==> config.mk <==
export PLATFORM = sky130hd
export DESIGN_NAME = one_wire_rom_sequencer
export DESIGN_NICKNAME = d
export VERILOG_FILES = /design/src/rtl/one_wire_rom_sequencer.sv
export SDC_FILE = /design/constraint.sdc
export NUM_CORES = 1
export LEC_CHECK = 0
export ABC_AREA = 1
export ABC_CLOCK_PERIOD_IN_PS = 2400
export BUFFER_PORTS_ARGS = -buffer_cell sky130_fd_sc_hd__buf_2
export CAP_MARGIN = 20
export CORE_ASPECT_RATIO = 2
export CORE_MARGIN = 2
export CORE_UTILIZATION = 39
export CTS_CLUSTER_DIAMETER = 100
export DETAILED_ROUTE_END_ITERATION = 8
export HOLD_SLACK_MARGIN = 0.12
export PLACE_DENSITY_LB_ADDON = 0.15
export SYNTH_ARGS = -nofsm -noshare
export SYNTH_HDL_FRONTEND = slang
export SYNTH_SLANG_ARGS = --single-unit
==> constraint.sdc <==
create_clock -name clk -period 2.4 [get_ports clk]
set_clock_uncertainty 0.2 [all_clocks]
set_input_delay 0 -clock clk [delete_from_list [all_inputs] [get_ports clk]]
set_output_delay 0 -clock clk [all_outputs]
set_load 0.01 [all_outputs]
==> src/rtl/one_wire_rom_sequencer.sv <==
// 1-Wire master sequencer: reset/presence, ROM command byte, handoff to an
// external ROM reader, then a bit-serial Dallas CRC8 check of the captured ID.
module one_wire_rom_sequencer #(
  parameter int         T_RST_LOW  = 480,
  parameter int         T_RST_REL  = 480,
  parameter int         T_PRES_SMP = 70,
  parameter int         T_SLOT     = 70,
  parameter int         T_W1_LOW   = 6,
  parameter int         T_W0_LOW   = 60,
  parameter logic [7:0] CMD        = 8'h33,
  parameter int         T_RD_TMO   = 8192
) (
  input  logic        clk,
  input  logic        rst_n,
  input  logic        start,
  input  logic        bus,
  output logic        master_pull_low,
  output logic        en_read_rom,
  input  logic        done_reading_rom,
  input  logic [63:0] rom_mem,
  output logic        busy,
  output logic        done,
  output logic        err_presence,
  output logic        err_timeout,
  output logic        crc_ok,
  output logic [63:0] rom_id
);

  // state    | meaning
  // IDLE     | waiting for start
  // RST_LOW  | reset pulse, line held low
  // RST_REL  | line released, presence sampled once
  // CMD_SLOT | eight write slots carrying CMD, LSB first
  // READ     | external ROM reader enabled, bounded wait
  // CRC      | one CRC8 step per cycle over rom_id[55:0]
  // FIN      | one-cycle done pulse
  localparam logic [2:0] S_IDLE     = 3'd0;
  localparam logic [2:0] S_RST_LOW  = 3'd1;
  localparam logic [2:0] S_RST_REL  = 3'd2;
  localparam logic [2:0] S_CMD_SLOT = 3'd3;
  localparam logic [2:0] S_READ     = 3'd4;
  localparam logic [2:0] S_CRC      = 3'd5;
  localparam logic [2:0] S_FIN      = 3'd6;

  localparam int T_MAX_A = (T_RST_LOW > T_RST_REL) ? T_RST_LOW : T_RST_REL;
  localparam int T_MAX_B = (T_SLOT > T_RD_TMO) ? T_SLOT : T_RD_TMO;
  localparam int T_MAX   = (T_MAX_A > T_MAX_B) ? T_MAX_A : T_MAX_B;
  localparam int CW      = $clog2(T_MAX + 1);

  // Down-counter reload values and terminal/compare points
  localparam logic [CW-1:0] RST_LOW_LD = CW'(T_RST_LOW - 1);
  localparam logic [CW-1:0] RST_REL_LD = CW'(T_RST_REL - 1);
  localparam logic [CW-1:0] PRES_CNT   = CW'(T_RST_REL - 1 - T_PRES_SMP);
  localparam logic [CW-1:0] SLOT_LD    = CW'(T_SLOT - 1);
  localparam logic [CW-1:0] RD_LD      = CW'(T_RD_TMO - 1);
  localparam logic [CW-1:0] W1_THR     = CW'(T_SLOT - T_W1_LOW);
  localparam logic [CW-1:0] W0_THR     = CW'(T_SLOT - T_W0_LOW);

  logic [2:0]    state;
  logic [CW-1:0] cnt;
  logic [2:0]    bit_idx;
  logic [5:0]    crc_idx;
  logic [7:0]    crc;
  logic          presence;

  logic          presence_now;
  logic [CW-1:0] low_thr;
  logic          crc_fb;
  logic [7:0]    crc_next;

  // presence_now also covers a sample point on the last release cycle
  assign presence_now = (cnt == PRES_CNT) ? ~bus : presence;
  assign low_thr      = CMD[bit_idx] ? W1_THR : W0_THR;
  assign crc_fb       = crc[0] ^ rom_id[crc_idx];
  assign crc_next     = {1'b0, crc[7:1]} ^ (crc_fb ? 8'h8C : 8'h00);

  assign master_pull_low = (state == S_RST_LOW) ||
                           ((state == S_CMD_SLOT) && (cnt >= low_thr));
  assign en_read_rom     = (state == S_READ);
  assign busy            = (state != S_IDLE);
  assign done            = (state == S_FIN);

  always_ff @(posedge clk or negedge rst_n) begin
    if (!rst_n) begin
      state        <= S_IDLE;
      cnt          <= '0;
      bit_idx      <= '0;
      crc_idx      <= '0;
      crc          <= '0;
      presence     <= 1'b0;
      err_presence <= 1'b0;
      err_timeout  <= 1'b0;
      crc_ok       <= 1'b0;
      rom_id       <= '0;
    end else begin
      case (state)
        S_IDLE: begin
          if (start) begin
            err_presence <= 1'b0;
            err_timeout  <= 1'b0;
            crc_ok       <= 1'b0;
            cnt          <= RST_LOW_LD;
            state        <= S_RST_LOW;
          end
        end
        S_RST_LOW: begin
          if (cnt == '0) begin
            cnt      <= RST_REL_LD;
            presence <= 1'b0;
            state    <= S_RST_REL;
          end else begin
            cnt <= cnt - 1'b1;
          end
        end
        S_RST_REL: begin
          presence <= presence_now;
          if (cnt == '0) begin
            if (presence_now) begin
              bit_idx <= '0;
              cnt     <= SLOT_LD;
              state   <= S_CMD_SLOT;
            end else begin
              err_presence <= 1'b1;
              state        <= S_FIN;
            end
          end else begin
            cnt <= cnt - 1'b1;
          end
        end
        S_CMD_SLOT: begin
          if (cnt == '0) begin
            if (bit_idx == 3'd7) begin
              cnt   <= RD_LD;
              state <= S_READ;
            end else begin
              bit_idx <= bit_idx + 3'd1;
              cnt     <= SLOT_LD;
            end
          end else begin
            cnt <= cnt - 1'b1;
          end
        end
        S_READ: begin
          if (done_reading_rom) begin
            rom_id  <= rom_mem;
            crc     <= '0;
            crc_idx <= '0;
            cnt     <= '0;
            state   <= S_CRC;
          end else if (cnt == '0) begin
            err_timeout <= 1'b1;
            state       <= S_FIN;
          end else begin
            cnt <= cnt - 1'b1;
          end
        end
        S_CRC: begin
          crc <= crc_next;
          if (crc_idx == 6'd55) begin
            crc_ok <= (crc_next == rom_id[63:56]);
            state  <= S_FIN;
          end else begin
            crc_idx <= crc_idx + 6'd1;
          end
        end
        S_FIN: begin
          state <= S_IDLE;
        end
        default: begin
          state <= S_IDLE;
        end
      endcase
    end
  end

endmodule

==> Implementation_results.wiki <==
{| class="wikitable"
! Metric !! Value
|-
| Clock period minus final worst setup slack || between 2 and 2.5 ns
|-
| Number of antenna violations at the first check in global routing || 0
|-
| Syn Inst Count || about 750
|-
| Routed wire length per instance || approximately 15 um
|-
| Average instance area after synthesis || 7.32 sq um
|-
| Reg2reg start || cnt[10]$_DFFE_PN0P_
|-
| CP startpoint kind || flop
|-
| Pwr dens || around 1300 mW/mm^2
|-
| Critical Path End Type || flop
|-
| Max VDD drop || 0.574 mV
|-
| Number of clock buffers inserted by TritonCTS || 9
|-
| TritonRoute pass-1 iters || 5
|-
| Startpoint of the worst setup timing path || cnt[10]$_DFFE_PN0P_
|-
| Critical path fanouts, max || 6
|-
| Total instance count after detailed placement || around 1100
|-
| Vias in the first global route || about 6000
|-
| Antenna cells || 0
|-
| DP Wirelength || around 13 mm
|-
| Via density || about 4.9
|-
| R2r worst-path depth || 11
|-
| Number of placed I/O pins || 140
|-
| Worst-case setup slack after placement || between 0.008 and 0.009 ns
|-
| Most frequent cell after synthesis || sky130_fd_sc_hd__nand2_1
|-
| Area of the placeable core || 0.0139 sq mm
|-
| Post-route non-filler standard cell count || about 1200
|-
| Most frequently used flop master after synthesis || sky130_fd_sc_hd__dfrtp_1
|-
| Total negative slack for setup checks || 0 ns
|-
| Fraction of final layout cells sized beyond drive strength 1 || 0.253
|-
| Post-Synthesis Cell Area || about 0.0055 sq mm
|-
| Hold Fails Final Rpt || 0
|-
| Met1 capacity usage during global routing || 0.237
|-
| First-pass GRT wire length || approximately 28 mm
|-
| GRT Max-Usage Layer || met2
|-
| Max-Cap Viols || 0
|-
| Share of synthesized flip-flops with an asynchronous set or reset || 1.00
|-
| Cell types with the highest counts after synthesis || sky130_fd_sc_hd__nand2_1, sky130_fd_sc_hd__dfrtp_1, sky130_fd_sc_hd__inv_1, sky130_fd_sc_hd__nand3_1, sky130_fd_sc_hd__nor2_1
|-
| Number of nets with antenna violations after routing || 0
|-
| Data arrival time at the worst-slack endpoint || between 2 and 2.5 ns
|-
| Clock tree from TritonCTS || built
|-
| Synth top area cells || sky130_fd_sc_hd__dfrtp_1, sky130_fd_sc_hd__nand2_1, sky130_fd_sc_hd__nand3_1, sky130_fd_sc_hd__inv_1, sky130_fd_sc_hd__o21ai_0
|-
| Final wirelength || 18.1 mm
|-
| Register bit count reported by yosys || a little over 100
|-
| Site Rows || 61
|-
| Die X || between 80 and 90 um
|-
| Cell taking the most area after synthesis || sky130_fd_sc_hd__dfrtp_1
|-
| Yosys warning count || 0
|-
| Net count after synthesis || 831
|-
| Overall power of the completed layout || about 10 mW
|-
| CTS sink count || just over 100
|-
| CP endpoint || state[0]$_DFFE_PN0P_
|-
| Number of pins exceeding their max-slew limit in the final report || 0
|-
| Worst-skew pair later-pin latency || ~0.34 ns
|-
| Unrepaired setup endpoints after global routing || true
|-
| Die Area || approximately 0.015 sq mm
|-
| Clock Pin Slew Worst Setup and Hold Paths || approximately 0.070 ns
|-
| GP Congestion || just over 0.9
|-
| Net total in the final layout || between 1000 and 1500
|-
| Standby leakage power || just over 4 nW
|-
| Buffers added on ports || roughly 140
|-
| Post-synth EDFFs || 0
|-
| Share of Yosys cell area claimed by the top area cell type || 0.463
|-
| GRT Util Overall || 0.240
|-
| Class of the tightest hold or removal check || primary input to flop
|-
| Clock root buffer || sky130_fd_sc_hd__clkbuf_16
|-
| Period utilisation layout || 0.946
|-
| H-tree levels || 3
|-
| Minimum setup slack among reg-to-reg paths || between 0.1 and 0.15 ns
|-
| Count of routing violations after the opening detailed-route iteration || ~180
|-
| Die height || between 150 and 200 um
|-
| Count of unresolved DRC violations after routing || 0
|-
| Grt ovf || 0
|-
| Number of different library cells in the post-synthesis netlist || 36
|-
| Global Route met2 Usage || 0.470
|-
| Transition at the pin with the smallest max-transition slack || between 0.4 and 0.5 ns
|-
| Status || completed
|-
| Fraction of met3 tracks used by global routing || 0.0253
|-
| Final Setup Violations || 0
|-
| Sequential fraction of the synthesis area || 0.463
|-
| Critical path class || flop to flop
|-
| Endpoint of the worst-slack reg-to-reg timing path || state[0]$_DFFE_PN0P_
|-
| Headroom to the max-slew limit || 0.715
|-
| Required time reported for the critical path endpoint || 2.48 ns
|-
| Total vias in the final route || between 5000 and 6000
|-
| Area added between synthesis and finish || 43.4%
|-
| Pin count of the biggest net entering global routing || between 40 and 50
|-
| Maximum clock rate || 441 MHz
|-
| Post-layout worst setup margin || ~0.13 ns
|-
| Maximum count of clock buffers along a single path || 2
|-
| Initial core utilization || 0.397
|}
worst max-delay path: stages (launching register included):
cell and delay (ns):
sky130_fd_sc_hd__dfrtp_1 0.41, sky130_fd_sc_hd__buf_4 0.16, sky130_fd_sc_hd__nor2_1 0.17, sky130_fd_sc_hd__nand3_2 0.15, sky130_fd_sc_hd__nor2_4 0.20, sky130_fd_sc_hd__buf_4 0.14
sky130_fd_sc_hd__buf_4 0.11, sky130_fd_sc_hd__nor2_1 0.04, sky130_fd_sc_hd__nor2_1 0.13, sky130_fd_sc_hd__nand2_1 0.16, sky130_fd_sc_hd__a31oi_1 0.24, sky130_fd_sc_hd__a21o_1 0.11
area by class of cell:
class,instances,area [sq um]
Fill cell,1359,5990
Multi-Input combinational cell,539,2630
Sequential cell,102,2560
Timing Repair Buffer,257,1860
Inverter,87,332
Tap cell,189,236
Clock buffer,10,229
Clock inverter,5,61.3
flip-flops by register name, summed over array words and instances (netlist names):
signal        cells
cnt              14
crc               8
state             3
rom_id           64
crc_ok            1
err_timeout       1
bit_idx           3
presence          1
err_presence      1
crc_idx           6
per-stage QoR:
step	instance area, sq um	util	hold slack [ns]
2_1_floorplan	5510	-	-0.496
3_3_place_gp	6640	0.478	-0.150
3_5_place_dp	6640	0.478	-0.150
4_1_cts	7660	0.551	0.179
5_1_grt	7900	0.569	0.190
6_report	7900	0.569	0.176
worst min-delay path by stage:
stage          cells after the start   startpoint                      to  slack (ns)
2_1_floorplan                      0        rst_n  bit_idx[0]$_DFFE_PN0P_       -0.50
3_3_place_gp                       1        rst_n      cnt[7]$_DFFE_PN0P_       -0.15
3_5_place_dp                       1        rst_n      cnt[7]$_DFFE_PN0P_       -0.15
4_1_cts                            4  rom_mem[44]  rom_id[44]$_DFFE_PN0P_        0.18
5_1_grt                            4  rom_mem[34]  rom_id[34]$_DFFE_PN0P_        0.19
6_report                           4  rom_mem[34]  rom_id[34]$_DFFE_PN0P_        0.18
cells in the final DEF (no fill, tap or decap), types with 6 or more instances in the layout:
master | Yosys | final
sky130_fd_sc_hd__a21oi_1 | 23 | 19
sky130_fd_sc_hd__buf_2 | 17 | 138
sky130_fd_sc_hd__buf_4 | 1 | 41
sky130_fd_sc_hd__clkbuf_16 | 0 | 11
sky130_fd_sc_hd__dfrtp_1 | 102 | 97
sky130_fd_sc_hd__dlygate4sd3_1 | 0 | 70
sky130_fd_sc_hd__ha_1 | 9 | 9
sky130_fd_sc_hd__inv_1 | 76 | 75
sky130_fd_sc_hd__inv_2 | 10 | 9
sky130_fd_sc_hd__nand2_1 | 272 | 271
sky130_fd_sc_hd__nand3_1 | 66 | 55
sky130_fd_sc_hd__nand3_2 | 1 | 11
sky130_fd_sc_hd__nand4_1 | 6 | 6
sky130_fd_sc_hd__nor2_1 | 59 | 50
sky130_fd_sc_hd__nor2_2 | 3 | 9
sky130_fd_sc_hd__nor3_1 | 9 | 8
sky130_fd_sc_hd__o21ai_0 | 45 | 45
sky130_fd_sc_hd__xor2_1 | 11 | 11
kinds of logic after synthesis:
kind of cell	synth area share
buffers and inverters	0.0822
AND/OR/NAND/NOR	0.319
adder cells (fa/ha/maj)	0.0204
multiplexers	0.00204
XOR/XNOR	0.0207
flip-flops	0.463
AO/OA/AOI/OAI	0.0922
where the power goes:
part / total, mW / internal [mW] / switching (mW)
registers: 3.11 / 2.46 / 0.651
logic: 5.33 / 2.12 / 3.21
clock network: 1.46 / 0.806 / 0.657
timing repair:
item                                   in CTS  in global routing
setup endpoints to repair                   0                 16
buffers inserted                            0                  7
hold buffers                               71                  0
resized for setup                           0                 38
endpoints found under the hold margin     178                  0
per-layer routing:
layer  vias to the layer above  part of all wire
met5                         -                 0
met3                        51             0.025
met2                       156              0.58
li1                       2874                 -
met4                         0             0.047
met1                      2731              0.35
(Power assumes the default switching activity.)
